==> config.mk <==
export PLATFORM = sky130hd
export DESIGN_NAME = element_collector
export DESIGN_NICKNAME = d
export VERILOG_FILES = /design/src/rtl/element_collector_pkg.sv /design/src/rtl/element_collector.sv
export SDC_FILE = /design/constraint.sdc
export NUM_CORES = 2
export LEC_CHECK = 0
export CORE_ASPECT_RATIO = 0.5
export CORE_MARGIN = 2
export CORE_UTILIZATION = 40
export CTS_CLUSTER_DIAMETER = 200
export DETAILED_ROUTE_END_ITERATION = 7
export HOLD_SLACK_MARGIN = 0.05
export SYNTH_ARGS = -nofsm -noshare
export SYNTH_HDL_FRONTEND = slang
export SYNTH_SLANG_ARGS = --single-unit
==> constraint.sdc <==
create_clock -name clk -period 35.8 [get_ports clk]
set_clock_uncertainty 0.2 [all_clocks]
set_input_delay 7.16 -clock clk [delete_from_list [all_inputs] [get_ports clk]]
set_output_delay 7.16 -clock clk [all_outputs]
set_load 0.01 [all_outputs]
==> src/rtl/element_collector_pkg.sv <==
// ---------------------------------------------------------------------------
// element_collector_pkg
// Shared constants for the element collection pipeline: default element
// width, elements per output vector, fill-count width helper and the
// collector FSM state encoding.
// ---------------------------------------------------------------------------
package element_collector_pkg;

   localparam int ELEMENT_WIDTH  = 64;
   localparam int NO_OF_ELEMENTS = 8;

   // Count width must represent 0..n inclusive (a full vector reports n).
   function automatic int count_width(input int n);
      return $clog2(n) + 1;
   endfunction

   localparam int COUNT_WIDTH = count_width(NO_OF_ELEMENTS);

   // Collector FSM encoding
   localparam logic [0:0] ST_COLLECT = 1'b0;  // accepting elements
   localparam logic [0:0] ST_HOLD    = 1'b1;  // collect buffer holds a finished vector

endpackage

==> src/rtl/element_collector.sv <==
// ---------------------------------------------------------------------------
// element_collector
// Packs a stream of elements into vectors of no_of_elements lanes and hands
// each vector to a single-entry output register.
//
// Handshake: a vector is transferred downstream on every rising clk edge
// where out_valid && out_ready; out_data/out_count stay stable while
// out_valid && !out_ready. in_valid has no back-pressure: an element that
// arrives while the collect buffer is occupied by a waiting vector (HOLD) is
// dropped and the sticky overflow flag is raised.
//
// Ports:
//   clk          sole clock
//   rst          asynchronous active-high reset
//   in_valid     in_data carries an element this cycle
//   in_data      element (element_width bits)
//   flush        emit the partially filled vector
//   out_ready    downstream accepts out_data this cycle
//   out_valid    out_data/out_count hold a vector
//   out_data     packed vector, lane k at [k*element_width +: element_width]
//   out_count    number of filled lanes in out_data
//   overflow     sticky: an element was dropped
//   o_dbg_state  current collector FSM state (ST_COLLECT / ST_HOLD)
// ---------------------------------------------------------------------------
module element_collector
   import element_collector_pkg::*;
#(
   parameter int element_width  = ELEMENT_WIDTH,
   parameter int no_of_elements = NO_OF_ELEMENTS,
   localparam int CW = count_width(no_of_elements),
   localparam int VW = element_width * no_of_elements
) (
   input  logic                     clk,
   input  logic                     rst,
   input  logic                     in_valid,
   input  logic [element_width-1:0] in_data,
   input  logic                     flush,
   input  logic                     out_ready,
   output logic                     out_valid,
   output logic [VW-1:0]            out_data,
   output logic [CW-1:0]            out_count,
   output logic                     overflow,
   output logic [0:0]               o_dbg_state
);

   logic [0:0]    r_state;
   logic [CW-1:0] r_fill_cnt;
   logic [VW-1:0] r_buf;
   logic [CW-1:0] r_hold_cnt;
   logic [VW-1:0] r_out_data;
   logic [CW-1:0] r_out_count;
   logic          r_out_valid;
   logic          r_overflow;

   logic          w_collect;
   logic          w_drain;
   logic          w_out_free;
   logic          w_accept;
   logic [CW-1:0] w_new_cnt;
   logic          w_complete;
   logic          w_flush_emit;
   logic          w_emit;
   logic [VW-1:0] w_buf_next;

   always_comb begin
      w_collect    = (r_state == ST_COLLECT);
      w_drain      = r_out_valid && out_ready;
      // Output register can take a vector this edge if empty or draining.
      w_out_free   = !r_out_valid || out_ready;
      w_accept     = w_collect && in_valid;
      w_new_cnt    = r_fill_cnt + {{(CW-1){1'b0}}, w_accept};
      w_complete   = w_accept && (w_new_cnt == CW'(no_of_elements));
      // Flush includes a coincident element; an empty buffer ignores flush.
      w_flush_emit = w_collect && flush && (w_new_cnt != '0);
      w_emit       = w_complete || w_flush_emit;

      // A new vector starts from an all-zero buffer so partial vectors never
      // expose stale lanes.
      w_buf_next = (r_fill_cnt == '0) ? '0 : r_buf;
      for (int k = 0; k < no_of_elements; k++) begin
         if (w_accept && (r_fill_cnt == CW'(k))) begin
            w_buf_next[k*element_width +: element_width] = in_data;
         end
      end
   end

   always_ff @(posedge clk or posedge rst) begin
      if (rst) begin
         r_state     <= ST_COLLECT;
         r_fill_cnt  <= '0;
         r_buf       <= '0;
         r_hold_cnt  <= '0;
         r_out_data  <= '0;
         r_out_count <= '0;
         r_out_valid <= 1'b0;
         r_overflow  <= 1'b0;
      end else begin
         // Anything arriving in HOLD (including the drain edge) is lost.
         if (in_valid && !w_collect) begin
            r_overflow <= 1'b1;
         end

         // Drained output goes empty unless a transfer below refills it.
         if (w_drain) begin
            r_out_valid <= 1'b0;
         end

         if (w_collect) begin
            if (w_emit) begin
               r_fill_cnt <= '0;
               if (w_out_free) begin
                  r_out_data  <= w_buf_next;
                  r_out_count <= w_new_cnt;
                  r_out_valid <= 1'b1;
                  r_buf       <= '0;
               end else begin
                  r_buf      <= w_buf_next;
                  r_hold_cnt <= w_new_cnt;
                  r_state    <= ST_HOLD;
               end
            end else begin
               r_buf      <= w_buf_next;
               r_fill_cnt <= w_new_cnt;
            end
         end else if (w_drain) begin
            r_out_data  <= r_buf;
            r_out_count <= r_hold_cnt;
            r_out_valid <= 1'b1;
            r_buf       <= '0;
            r_state     <= ST_COLLECT;
         end
      end
   end

   assign out_valid   = r_out_valid;
   assign out_data    = r_out_data;
   assign out_count   = r_out_count;
   assign overflow    = r_overflow;
   assign o_dbg_state = r_state;

endmodule

Word-level counts from Yosys, hierarchy flattened. Index checks and enable logic that the tools add are counted.

$add $sub $neg: 1. Equal/unequal tests: 9. Mux-type cells: 31. Bitwise gates (word level): 2. Reductions and logical operators: 23.

Operators by type and width (count): 512-bit two-way mux (9); 64-bit two-way mux (8); 4-bit two-way mux (5); 4-bit by 3-bit == test with 1-bit output (second input constant) (4); 1-bit logical AND (14); 1-bit two-way mux (9); 4-bit by 2-bit == test with 1-bit output (second input constant) (2); 3-bit AND reduction (2); 4-bit by 1-bit adder with 4-bit output (1); 4-bit by 1-bit == test with 1-bit output (second input constant) (1); 4-bit == test (second input constant) (1); 4-bit zero test (1); 2-bit nonzero test (2); 4-bit nonzero test (1); 1-bit logical OR (2); 2-bit by 1-bit inequality test with 1-bit output (second input constant) (1); 1-bit inverter (2); 1-bit zero test (1).

Bits in registers: 1039. Input bits: 69. Output and inout bits: 519. Logic and storage cells: 74.

Logic depth before layout (Yosys ltp).
Depth after elaboration: 8. Depth in mapped cells: 15. Gate-level depth less buffers: 8.

Worst setup path before layout. OpenSTA, ideal clock, no wires.

Path kind: input-to-reg. Start: input in_valid. End: register r_buf[100]. Library setup time: 0.121 ns. Data arrival time: 9.460 ns. Required time: 35.479 ns. Path slack: 26.019 ns. Stages on the path: 12. Path buffers: 4. Cell sequence: clkbuf_1 -> nor2b_1 -> ha_1 -> ha_1 -> or4b_1 -> o21a_1 -> a21oi_1 -> and2_1 -> buf_2 -> buf_4 -> buf_4 -> nor2_1.

Longest elaborated chain between the ends: 7. Elaborated cells on any way between the ends: 12. Those cells by class: add/sub (1); eq/ne (1); mux (4); reduce/logical (6).

Ends and longest elaborated chain: from (decl) (line element_collector.sv:35) `input logic in_valid,`; 1-bit logical AND (*) (line element_collector.sv:70) `w_accept = w_collect && in_valid;`; 4-bit by 1-bit adder with 4-bit output (*) (line element_collector.sv:71) `w_new_cnt = r_fill_cnt + {{(CW-1){1'b0}}, w_accept};`; via w_new_cnt[1] (line element_collector.sv:59) `logic [CW-1:0] w_new_cnt;`; 4-bit == test / 4-bit nonzero test (equally long branches) (line element_collector.sv:72, element_collector.sv:74); 1-bit logical AND, on equally long branches (line element_collector.sv:72, element_collector.sv:74); 1-bit logical OR (*) (line element_collector.sv:75) `w_emit = w_complete || w_flush_emit;`; 512-bit two-way mux (*) (line element_collector.sv:109) `if (w_emit) begin`; 512-bit two-way mux (*) (line element_collector.sv:108) `if (w_collect) begin`; to (signal assigned) (line element_collector.sv:117) `r_buf <= w_buf_next;`; to (signal assigned) (line element_collector.sv:122) `r_buf <= w_buf_next;`; to (decl) (line element_collector.sv:48) `logic [VW-1:0] r_buf;`.

The timed path passes the listed nets; every way through them passes the cells marked *. A chain may end at the register's enable or synchronous reset.

Final worst setup path.
Start: input in_valid. End: register r_buf[292].

The elaborated chain is that of the path after synthesis.

==> out/qor.txt <==
RSZ-0062 raised after global routing -> false
Die Area -> 110000 µm²
Final Max Tran Viols -> 0
Area contributors post-synth -> dfrtp_1 60%, a22oi_1 17%, o21ai_0 5.7%, nand2_1 4.6%, nor2_1 4.0%
1st-iter DRT viols -> 3834
Die X-Extent -> 468 µm
CP required -> 36.14 ns
Leak Pwr -> 22.0 nW
Top FF cell, synth -> dfrtp_1
Syn Inst Count -> 4166
Ys Warns -> 0
Synth area leader -> dfrtp_1
Share of post-route cells with drive strength above 1 -> 0.0541
Worst VDD drop -> 0.0945 mV
Setup bufs post-CTS -> 0
Share of the synthesized area in the top cell type -> 0.605
Global-route wire length before repair -> 213 mm
GRT Overall Usage -> 0.251
XOR/XNOR share of the synthesized area -> 0.000815
DP Wirelength -> 88.9 mm
Mapped cell area -> 43000 µm²
CP Capture Type -> register
CTS tree -> yes
R2R depth -> 7
CTS resizes -> 0
Number of flops mapped to enable cells by yosys -> 0
GPL Wtd Cong -> 0.842
Reg clk slew, reported paths -> 0.07 ns
Most frequent cell after synthesis -> dfrtp_1
Vias in the first global route -> 32.9k
FMAX -> 88.3 MHz
Number of top-level pins -> 588
Critical-path maximum fanout -> 80
Crit path time final -> 11.32 ns
Mux contribution to synthesized area -> 0.000786
I/O Buffers -> 587
Vias per inst -> 5.75
MaxCap Viol Count -> 0
Routed WL -> 142 mm
Synth Net Count -> 4237
CTS Hold Bufs -> 0
Register bit total from synthesis -> 1039
H-tree Lvls -> 3
Top cells by count, synth -> 1039 x dfrtp_1, 960 x a22oi_1, 532 x nand2_1, 494 x o21ai_0, 464 x nor2_1
Pre-antenna DRT Iters -> 8
WL/cell -> 23.8 µm
Status -> finished clean
CTS root buf -> clkbuf_16
Core area -> 106000 µm²
Clk_lat worst skew -> 0.71 ns
Sequential cell area fraction in the yosys report -> 0.605
Cts bufs inserted -> 92
Clock sinks -> 1039
Chip Height -> 236 µm
Rows -> 84
WS Path Type -> input port to register
Vias -> 34.2k
Rel. slew slack -> 0.127
Worst hold-check path type -> register to register
Final TNS setup -> 0 ns
Main combinational cell family by area after synthesis -> compound AO/OA/AOI/OAI gates
Final global-route overflow total -> 0
Clock Tree Buf Depth -> 3
Largest net degree at the start of global routing -> 288
DRT antenna net count -> 0
Fraction of the mapped netlist area in adder cells -> 0.000582
Tcrit/Tclk final -> 0.316
Final setup violation count -> 0
Worst-Margin Slew -> 1.31 ns
Initial antenna violation count -> 5
# DRC -> 0
Fin nets -> 4525
Core Util, Final -> 0.496
Post-Synth Simple-Gate Area -> 0.101
Hold path depth -> 1
Startpoint Class -> input port
Compound-Gate Fraction of Synth Area -> 0.245
Worst EP arrival -> 11.66 ns
Pwr dens -> 71.8 nW/µm²
Synth-to-Final Area Change -> 22.2%
Final hold vios -> 0
Syn Area/Cell -> 10.3 µm²
Starting Density -> 0.406
Asr flop ratio synth -> 1.00
Synth cell types -> 42
==> worst paths after layout <==
| check | end | slack [ns] | startpoint |
|---|---|---|---|
| setup / recovery | r_buf[292] | 24.48 | in_valid |
| hold / removal | overflow | 0.27 | overflow |
| setup reg to reg | out_data[403] | 31.11 | o_dbg_state |
| hold reg to reg | overflow | 0.27 | overflow |
| max in group asynchronous | out_data[32] | 24.60 | rst |
| min in group asynchronous | r_buf[2] | 6.82 | rst |
==> area by class of cell <==
class,instances,area (µm²)
inverters,4,18.8
repair buffers,651,6410
fillers,9535,53300
clock buffers,130,2670
well taps,1419,1780
diodes,4,10.0
multi-input cells,2666,15200
clock inverters,37,483
flip-flops and latches,1039,26000
==> sequential cells by signal (all words and copies together) (netlist names) <==
name	cells
r_hold_cnt	4
o_dbg_state	1
out_valid	1
out_data	512
overflow	1
r_buf	512
r_fill_cnt	4
out_count	4
==> metrics by stage <==
step / setup WS, ns / cell area (µm²) / hold slack [ns] / power, mW / std cells
2_1_floorplan: 14.12 / 43000 / 0.260 / 2.21 / 4166
3_3_place_gp: 23.82 / 49400 / 0.256 / 2.71 / 5779
3_5_place_dp: 23.75 / 49400 / 0.252 / 2.73 / 5779
4_1_cts: 24.51 / 52500 / 0.271 / 3.79 / 5946
5_1_grt: 23.95 / 52500 / 0.294 / 3.95 / 5950
6_report: 24.48 / 52500 / 0.266 / 3.77 / 5950
==> routing by layer <==
metal / vias up / share of wire / GRT usage
met2: 1101 / 0.49 / 0.413
met3: 214 / 0.049 / 0.0383
met1: 17400 / 0.42 / 0.338
met4: 0 / 0.034 / 0.0862
met5: - / 0 / 0
li1: 15500 / - / -
==> placed cells by master, fill, tap and decap left out, types with 4 or more instances in the layout <==
master / n
a21oi_1: 4
a22o_1: 66
a22oi_1: 960
buf_12: 4
buf_4: 60
bufinv_16: 10
clkbuf_1: 16
clkbuf_16: 92
clkbuf_8: 22
clkdlybuf4s50_1: 587
clkinv_2: 19
dfrtp_1: 1038
diode_2: 4
nand2_1: 530
nand2b_1: 6
nand3_1: 4
nor2_1: 455
nor2_4: 9
nor2b_1: 66
nor4_4: 4
o21ai_0: 494
o21ai_1: 25
==> cells by family (layout without fill, tap and decap cells) <==
family / after synthesis / in the layout
AOI/OAI and AO/OA: 1567 / 1567
and+or+nand+nor: 1091 / 1091
DFF: 1039 / 1039
buffers and inverters: 461 / 822
xor gates and xnor gates: 4 / 4
adders and majority gates: 2 / 2
muxes: 2 / 2
other: 0 / 4
==> critical path: stages <==
cell and delay [ns]:
clkdlybuf4s50_1 0.74, nor2b_1 0.29, ha_1 0.21, ha_1 0.34, or4b_1 0.52, o21a_1 0.22, a21oi_1 0.21, and2_4 0.84
buf_4 0.83, nor2_1 0.13
==> where the power goes <==
| part | total [mW] | leakage, nW | internal (mW) | switching, mW |
|---|---|---|---|---|
| clock network | 1.06 | 1.57 | 0.593 | 0.466 |
| logic | 1.30 | 6.04 | 0.297 | 1.01 |
| registers | 1.41 | 14.4 | 1.31 | 0.103 |
No activity file was read; power rests on OpenSTA's default activity.
